[config.mk]
export PLATFORM = sky130hd
export DESIGN_NAME = tu_align_scheduler
export DESIGN_NICKNAME = d
export VERILOG_FILES = /design/src/rtl/tu_align_scheduler.sv
export SDC_FILE = /design/constraint.sdc
export NUM_CORES = 1
export LEC_CHECK = 0
export BUFFER_PORTS_ARGS = -buffer_cell sky130_fd_sc_hd__buf_2
export CORE_MARGIN = 2
export CORE_UTILIZATION = 40
export CTS_BUF_LIST = sky130_fd_sc_hd__clkbuf_4 sky130_fd_sc_hd__clkbuf_8
export DETAILED_ROUTE_END_ITERATION = 6
export HOLD_SLACK_MARGIN = 0.06
export PLACE_DENSITY_LB_ADDON = 0.3
export SYNTH_ARGS = -nofsm -noshare
export SYNTH_HDL_FRONTEND = slang
export SYNTH_SLANG_ARGS = --single-unit
[constraint.sdc]
create_clock -name S_AXI_ACLK -period 5.57 [get_ports S_AXI_ACLK]
set_input_delay 0.8355 -clock S_AXI_ACLK [delete_from_list [all_inputs] [get_ports S_AXI_ACLK]]
set_output_delay 0.8355 -clock S_AXI_ACLK [all_outputs]
set_load 0.03 [all_outputs]
[src/rtl/tu_align_scheduler.sv]
// Trigger-unit bitslip alignment sequencer.
// Walks the enabled channels lowest index first. Each attempt drops the channel's
// bitslip enable for a settle period, raises it, ignores success during an arming
// window, then waits for success or timeout. Timeouts are retried up to MAX_RETRY
// extra times before the channel is marked failed. One done pulse ends the run.
module tu_align_scheduler #(
  parameter int unsigned N_CH       = 8,
  parameter int unsigned SETTLE_CYC = 4,
  parameter int unsigned ARM_DLY    = 8,
  parameter int unsigned TIMEOUT    = 20000,
  parameter int unsigned MAX_RETRY  = 2
) (
  input  logic            S_AXI_ACLK,
  input  logic            S_AXI_ARESET,
  input  logic            start,
  input  logic            abort,
  input  logic [N_CH-1:0] ch_mask,
  input  logic [N_CH-1:0] tu_success,
  output logic [N_CH-1:0] bitslip_ena,
  output logic            busy,
  output logic            done,
  output logic [3:0]      cur_ch,
  output logic [N_CH-1:0] align_ok,
  output logic [N_CH-1:0] align_fail,
  output logic [7:0]      total_retries
);

  typedef enum logic [2:0] {
    StIdle,
    StScan,
    StSettle,
    StArm,
    StWait,
    StDone
  } state_e;

  localparam logic [15:0] SettleLast  = 16'(SETTLE_CYC - 1);
  localparam logic [15:0] ArmLen      = 16'(ARM_DLY);
  localparam logic [15:0] TimeoutLast = 16'(TIMEOUT - 1);
  localparam logic [3:0]  MaxRetry    = 4'(MAX_RETRY);

  state_e          state_q;
  logic [N_CH-1:0] pending_q;
  logic [15:0]     timer_q;
  logic [3:0]      tries_q;

  logic [N_CH-1:0] cur_oh;
  logic            cur_hit;
  logic [3:0]      low_idx;

  // Lowest set bit of a channel vector.
  function automatic logic [3:0] lowest_set(input logic [N_CH-1:0] v);
    logic [3:0] idx;
    idx = '0;
    for (int i = N_CH - 1; i >= 0; i--) begin
      if (v[i]) idx = 4'(i);
    end
    return idx;
  endfunction

  // Current-channel decode; success bits of other channels are masked off.
  always_comb begin
    cur_oh  = N_CH'(1) << cur_ch;
    cur_hit = |(tu_success & cur_oh);
    low_idx = lowest_set(pending_q);
  end

  // Sequencer state machine with registered outputs.
  always_ff @(posedge S_AXI_ACLK) begin
    if (S_AXI_ARESET) begin
      state_q       <= StIdle;
      pending_q     <= '0;
      timer_q       <= '0;
      tries_q       <= '0;
      bitslip_ena   <= '0;
      busy          <= 1'b0;
      done          <= 1'b0;
      cur_ch        <= '0;
      align_ok      <= '0;
      align_fail    <= '0;
      total_retries <= '0;
    end else begin
      done <= 1'b0;
      if (abort && (state_q != StIdle)) begin
        // Partial pass/fail results are kept for software to inspect.
        state_q     <= StIdle;
        bitslip_ena <= '0;
        busy        <= 1'b0;
      end else begin
        unique case (state_q)
          StIdle: begin
            if (start && !abort) begin
              pending_q     <= ch_mask;
              align_ok      <= '0;
              align_fail    <= '0;
              total_retries <= '0;
              busy          <= 1'b1;
              state_q       <= StScan;
            end
          end

          StScan: begin
            if (pending_q == '0) begin
              state_q <= StDone;
            end else begin
              cur_ch  <= low_idx;
              tries_q <= '0;
              timer_q <= '0;
              state_q <= StSettle;
            end
          end

          StSettle: begin
            bitslip_ena <= '0;
            if (timer_q == SettleLast) begin
              timer_q <= '0;
              state_q <= StArm;
            end else begin
              timer_q <= timer_q + 16'd1;
            end
          end

          // Enable is high here but a stale success from an earlier run may linger.
          StArm: begin
            bitslip_ena <= cur_oh;
            if (timer_q == ArmLen) begin
              timer_q <= '0;
              state_q <= StWait;
            end else begin
              timer_q <= timer_q + 16'd1;
            end
          end

          StWait: begin
            timer_q <= timer_q + 16'd1;
            if (cur_hit) begin
              align_ok    <= align_ok | cur_oh;
              pending_q   <= pending_q & ~cur_oh;
              bitslip_ena <= '0;
              state_q     <= StScan;
            end else if (timer_q == TimeoutLast) begin
              bitslip_ena <= '0;
              if (tries_q < MaxRetry) begin
                tries_q <= tries_q + 4'd1;
                if (total_retries != 8'hFF) total_retries <= total_retries + 8'd1;
                timer_q <= '0;
                state_q <= StSettle;
              end else begin
                align_fail <= align_fail | cur_oh;
                pending_q  <= pending_q & ~cur_oh;
                state_q    <= StScan;
              end
            end
          end

          StDone: begin
            done    <= 1'b1;
            busy    <= 1'b0;
            state_q <= StIdle;
          end

          default: state_q <= StIdle;
        endcase
      end
    end
  end

endmodule

-- Yosys cells after proc, flatten, opt, wreduce, memory -nomap -nowiden
Cells that the tools add are included.
- $add $sub $neg: 3
- magnitude comparators: 1
- eq/ne operators: 21
- shifts and indexed selects: 1
- mux-type cells: 51
- bitwise operators: 7
- reductions and logical operators: 23
- operators by type and width (cell ; count):
    $mux W8 ; 15
    $mux W16 ; 6
    $pmux W16 S4 ; 1
    $pmux W8 S2 ; 4
    $mux W4 ; 11
    $pmux W8 S3 ; 1
    $mux W3 ; 7
    $ne A2 B2 Y1 const B ; 10
    $add A16 B1 Y16 const B ; 1
    $and A8 B8 Y8 ; 2
    $eq A16 B15 Y1 const B ; 1
    $eq A16 B2 Y1 const B ; 1
    $eq A16 B4 Y1 const B ; 1
    $or A8 B8 Y8 ; 2
    $pmux W3 S5 ; 1
    $reduce_and A6 Y1 ; 2
    $add A8 B1 Y8 const B ; 1
    $logic_not A8 Y1 ; 1
    $ne A8 B8 Y1 const B ; 1
    $not A8 Y8 ; 1
    $pmux W4 S2 ; 1
    $reduce_and A4 Y1 ; 2
    $reduce_or A8 Y1 ; 1
    $shl A1 B4 Y8 const A ; 1
    21 further kinds ; 32
- register bits after elaboration: 69
- input bits: 20
- word-level logic and storage cells: 118

-- Logic depth before layout (Yosys ltp)
- word-level depth: 8
- gate-level depth with buffers: 8
- depth with buffers taken out: 7

-- Worst setup path after synthesis
Ideal clock, no wire load.
- path type: reg2reg
- from: register timer_q[8]
- to: register total_retries[0]
- setup time: 121 ps
- data arrival time: 2563 ps
- data required time: 5449 ps
- path slack: 2886 ps
- cell stages (with the launch flop): 7
- period minus slack after synthesis: 2684 ps
- cell sequence: dfxtp_1 or4_4 or4_4 or4_4 buf_6 nor3_2 mux2_2
- word-level cells in the longest chain between the ends: 3
- RTL lines (item ; line ; text):
    start, declared ; 44 ; logic [15:0] timer_q;
    start signal, assigned ; 119 ; timer_q <= timer_q + 16'd1;
    start signal, assigned ; 130 ; timer_q <= timer_q + 16'd1;
    start signal, assigned ; 135 ; timer_q <= timer_q + 16'd1;
    $eq A16 B15 Y1 ; 141 ; end else if (timer_q == TimeoutLast) begin
    $ne A2 B2 Y1 (no line) ; -- ;
    $reduce_and A7 Y1 (no line) ; -- ;
    end signal, assigned ; 145 ; if (total_retries != 8'hFF) total_retries <= total_retries + 8'd1;
    end, declared ; 25 ; output logic [7:0] total_retries
Every way passes these cells.
A chain may end at the register's enable or synchronous reset.

-- Worst setup path after layout
- from: register cur_ch[0]
- to: register timer_q[4]
- word-level cells in the longest chain between the ends: 5
- RTL lines (item ; line ; text):
    start, declared ; 22 ; output logic [3:0] cur_ch,
    start signal, assigned ; 106 ; cur_ch <= low_idx;
    $shl A1 B4 Y8 ; 63 ; cur_oh = N_CH'(1) << cur_ch;
    $and A8 B8 Y8 ; 64 ; cur_hit = |(tu_success & cur_oh);
    $reduce_or A8 Y1 ; 64 ;
    $mux W16 ; 136 ; if (cur_hit) begin
    $pmux W16 S4 ; 90 ; unique case (state_q)
Every way passes these cells.

==> results.cfg <==
[routing]
num_vias = 3249
via_per_inst = 5.83
drt-pass1-iter-count = 4
routed_wl_microns = 8780
wl_per_cell_microns = 15.8
drc = 0
drtIter0Drc = 260
final_antenna_net_count = 0

[critical_path]
required_ns = 5.78
cp_data_arrival_time_ns = 3.46
end_kind = flip-flop
r2r_end = timer_q[4]
worstSetupStartpointType = flip-flop
path_class = flip-flop to flip-flop
r2r_cells = 5
timing.rr.start = cur_ch[0]
r2r_slack_ns = 2.32
cp_max_fo = 25

[timing]
fin_crit_ns = 3.25
rsz0062_at_grt = no
slew_headroom_pct = 14.0
tightest_slew_ns = 1.29
fin_crit_sh_pct = 58.4
hold_viol_final = 0
drv_slew = 0
finClkSkew_ns = 0.00847
fin_tns_setup_ns = 0
setup_violations = 0
max_freq_mhz = 307
hold_slack_ns = 0.454

[global_routing]
grtUsageTotal_pct = 18.8
grt_pass1_vias = 2956
grt-ovfl-total = 0
grt_max_degree = 41
grt_pass1_wl_microns = 14600
antenna_found_initial = 0

[pwr]
power.switching_mw = 0.373
p_per_area_nw_per_um2 = 292
power_leakage_nw = 1.47
p_comb_share_pct = 17.1
sequentialPowerShare_pct = 45.3
sw_frac_of_total_pct = 32.3
clkPwrFrac_pct = 37.6
irDropWorstVdd_mv = 0.115
p_int_mw = 0.782

[clock_network]
clk-insertion-delay-late_ns = 0.36
numCtsBuffers = 9
h-tree-depth = 3
postCtsHoldBufs = 0
clock-root-buffer = clkbuf_8
cts.reportedPaths.clkPinSlew_ns = 0.08
cts.repair.resized = 0
post_cts_buffers = 0
cts_tree = yes
cts.path.max_buffers = 2
cts.sinks = 68

[layout]
area_growth_pct = 14.5
drive_gt1_share_pct = 20.1
antenna_cells = 0
fin_nets = 471

[synth]
synthSimpleGateAreaFrac_pct = 24.6
synth_warnings = 0
synth_nets = 429
synth_area_sq_um = 3450
async_flop_share_pct = 0
ys_ff_latch = 68
synth_cell_type_count = 65
netlist_top_cells_area = dfxtp_1 39%, a211oi_1 3.7%, nand2_1 3.6%
synth_edf_count = 0
yosys_most_used_dff = dfxtp_1
synth_top_area_share_pct = 39.4
synth_xor_area_share_pct = 2.03
syn_area_per_cell_sq_um = 8.52
synthMuxAreaShare_pct = 2.97
ys_seq_area_share_pct = 39.4
synth_compound_area_share_pct = 24.8
synth_top_family_by_area = compound AO/OA/AOI/OAI gates
synthAdderAreaFrac_pct = 1.45
synth_cells = 405
synth_top_cell_by_area = dfxtp_1

[outcome]
status = finished clean

[die]
core-area_sq_um = 8300
initial_core_util_pct = 41.6
die_x_microns = 96.9
num_rows = 33
dieArea_sq_um = 9390
die_h_microns = 96.9
pin_count = 58

[place]
dpl.hpwl_microns = 6270
gp_congestion = 0.873
portBuffers = 56

[worst_hold_path]
hold-path-endpoint = align_fail[1]
whs_path_depth = 2
hold_class = flip-flop to flip-flop
min-delay-start = align_fail[1]

[run]
timing.max_cap.violations = 0
how the worst max path moves through the flow:
stage | slack [ns] | startpoint | cells after the start | end
after floorplan | 2.89 | timer_q[8] | 6 | total_retries[0]
after global placement | 2.38 | cur_ch[0] | 5 | timer_q[14]
after detailed placement | 2.30 | cur_ch[0] | 5 | timer_q[4]
after CTS | 2.30 | cur_ch[0] | 5 | timer_q[4]
after global routing | 2.01 | cur_ch[0] | 5 | timer_q[11]
final | 2.32 | cur_ch[0] | 5 | timer_q[4]
area by class of cell:
type / count / area (sq um)
fill: 814 / 4350
multi-input combinational: 302 / 1930
sequential: 68 / 1360
timing repair buffer: 57 / 288
tap: 105 / 131
clock buffer: 9 / 124
clock inverter: 7 / 82.6
inverter: 9 / 33.8
state kept, by name (all words and copies together), names as in the netlist:
signal / cells
align_fail: 8
align_ok: 8
bitslip_ena: 8
busy: 1
cur_ch: 3
done: 1
pending_q: 8
state_q: 3
timer_q: 16
total_retries: 8
tries_q: 4
synth_stat cells, drive strengths merged, types with 9 or more instances:
cell	number
a211oi	18
nor3	22
a21oi	23
nand3	11
inv	9
or4	9
dfxtp	68
or3	10
nor2	27
nand2	33
o21ai	21
o21a	12
clkbuf	22
through the flow:
| stage | util (%) | area [sq um] | power, mW | setup slack [ns] | cells |
|---|---|---|---|---|---|
| 6_report | 47.6 | 3950 | 1.16 | 2.32 | 557 |
| 5_1_grt | 47.6 | 3950 | 1.21 | 2.01 | 557 |
| 4_1_cts | 47.6 | 3950 | 1.16 | 2.30 | 557 |
| 3_5_place_dp | 45.1 | 3750 | 0.730 | 2.30 | 541 |
| 3_3_place_gp | 45.1 | 3750 | 0.726 | 2.38 | 541 |
| 2_1_floorplan | - | 3450 | 0.684 | 2.89 | 405 |
routing by layer:
layer | part of all wire (%) | vias to the layer above | routed length, microns | track usage, %
li1 | - | 1608 | - | -
met4 | 1.2 | 0 | 102 | 5.31
met3 | 5.2 | 12 | 456 | 4.62
met5 | 0 | - | 0 | 0
met2 | 45 | 100 | 3930 | 29.1
met1 | 49 | 1529 | 4290 | 25.9
logic make-up after synthesis:
| group | after synthesis |
|---|---|
| flops | 68 |
| other cells | 1 |
| compound gates | 123 |
| simple gates | 156 |
| xor+xnor | 8 |
| mux | 10 |
| buf+inv | 35 |
| fa+ha+maj | 4 |
placed cells by master (no fill, tap or decap), drive strengths merged, types with 10 or more instances in the layout:
master	n
o21ai	21
nor2	27
o21a	12
dfxtp	68
nor3	22
a211oi	18
buf	57
nand3	11
nand2	33
inv	13
a21oi	23
or3	10
critical path, stage by stage, from the launching register on:
cell and delay (ns):
dfxtp_1 0.85, mux2_2 0.41, o2bb2ai_1 0.23, or4_4 0.68, a211oi_2 0.82, nor3_1 0.11
power by group through the flow:
stage          combinational, mW  clock [mW]  sequential [mW]
6_report                   0.198       0.434            0.523
5_1_grt                    0.220       0.460            0.527
4_1_cts                    0.197       0.439            0.523
3_5_place_dp               0.196           0            0.534
3_3_place_gp               0.193           0            0.533
2_1_floorplan              0.153           0            0.531
Power figures use the tool's default switching activity.
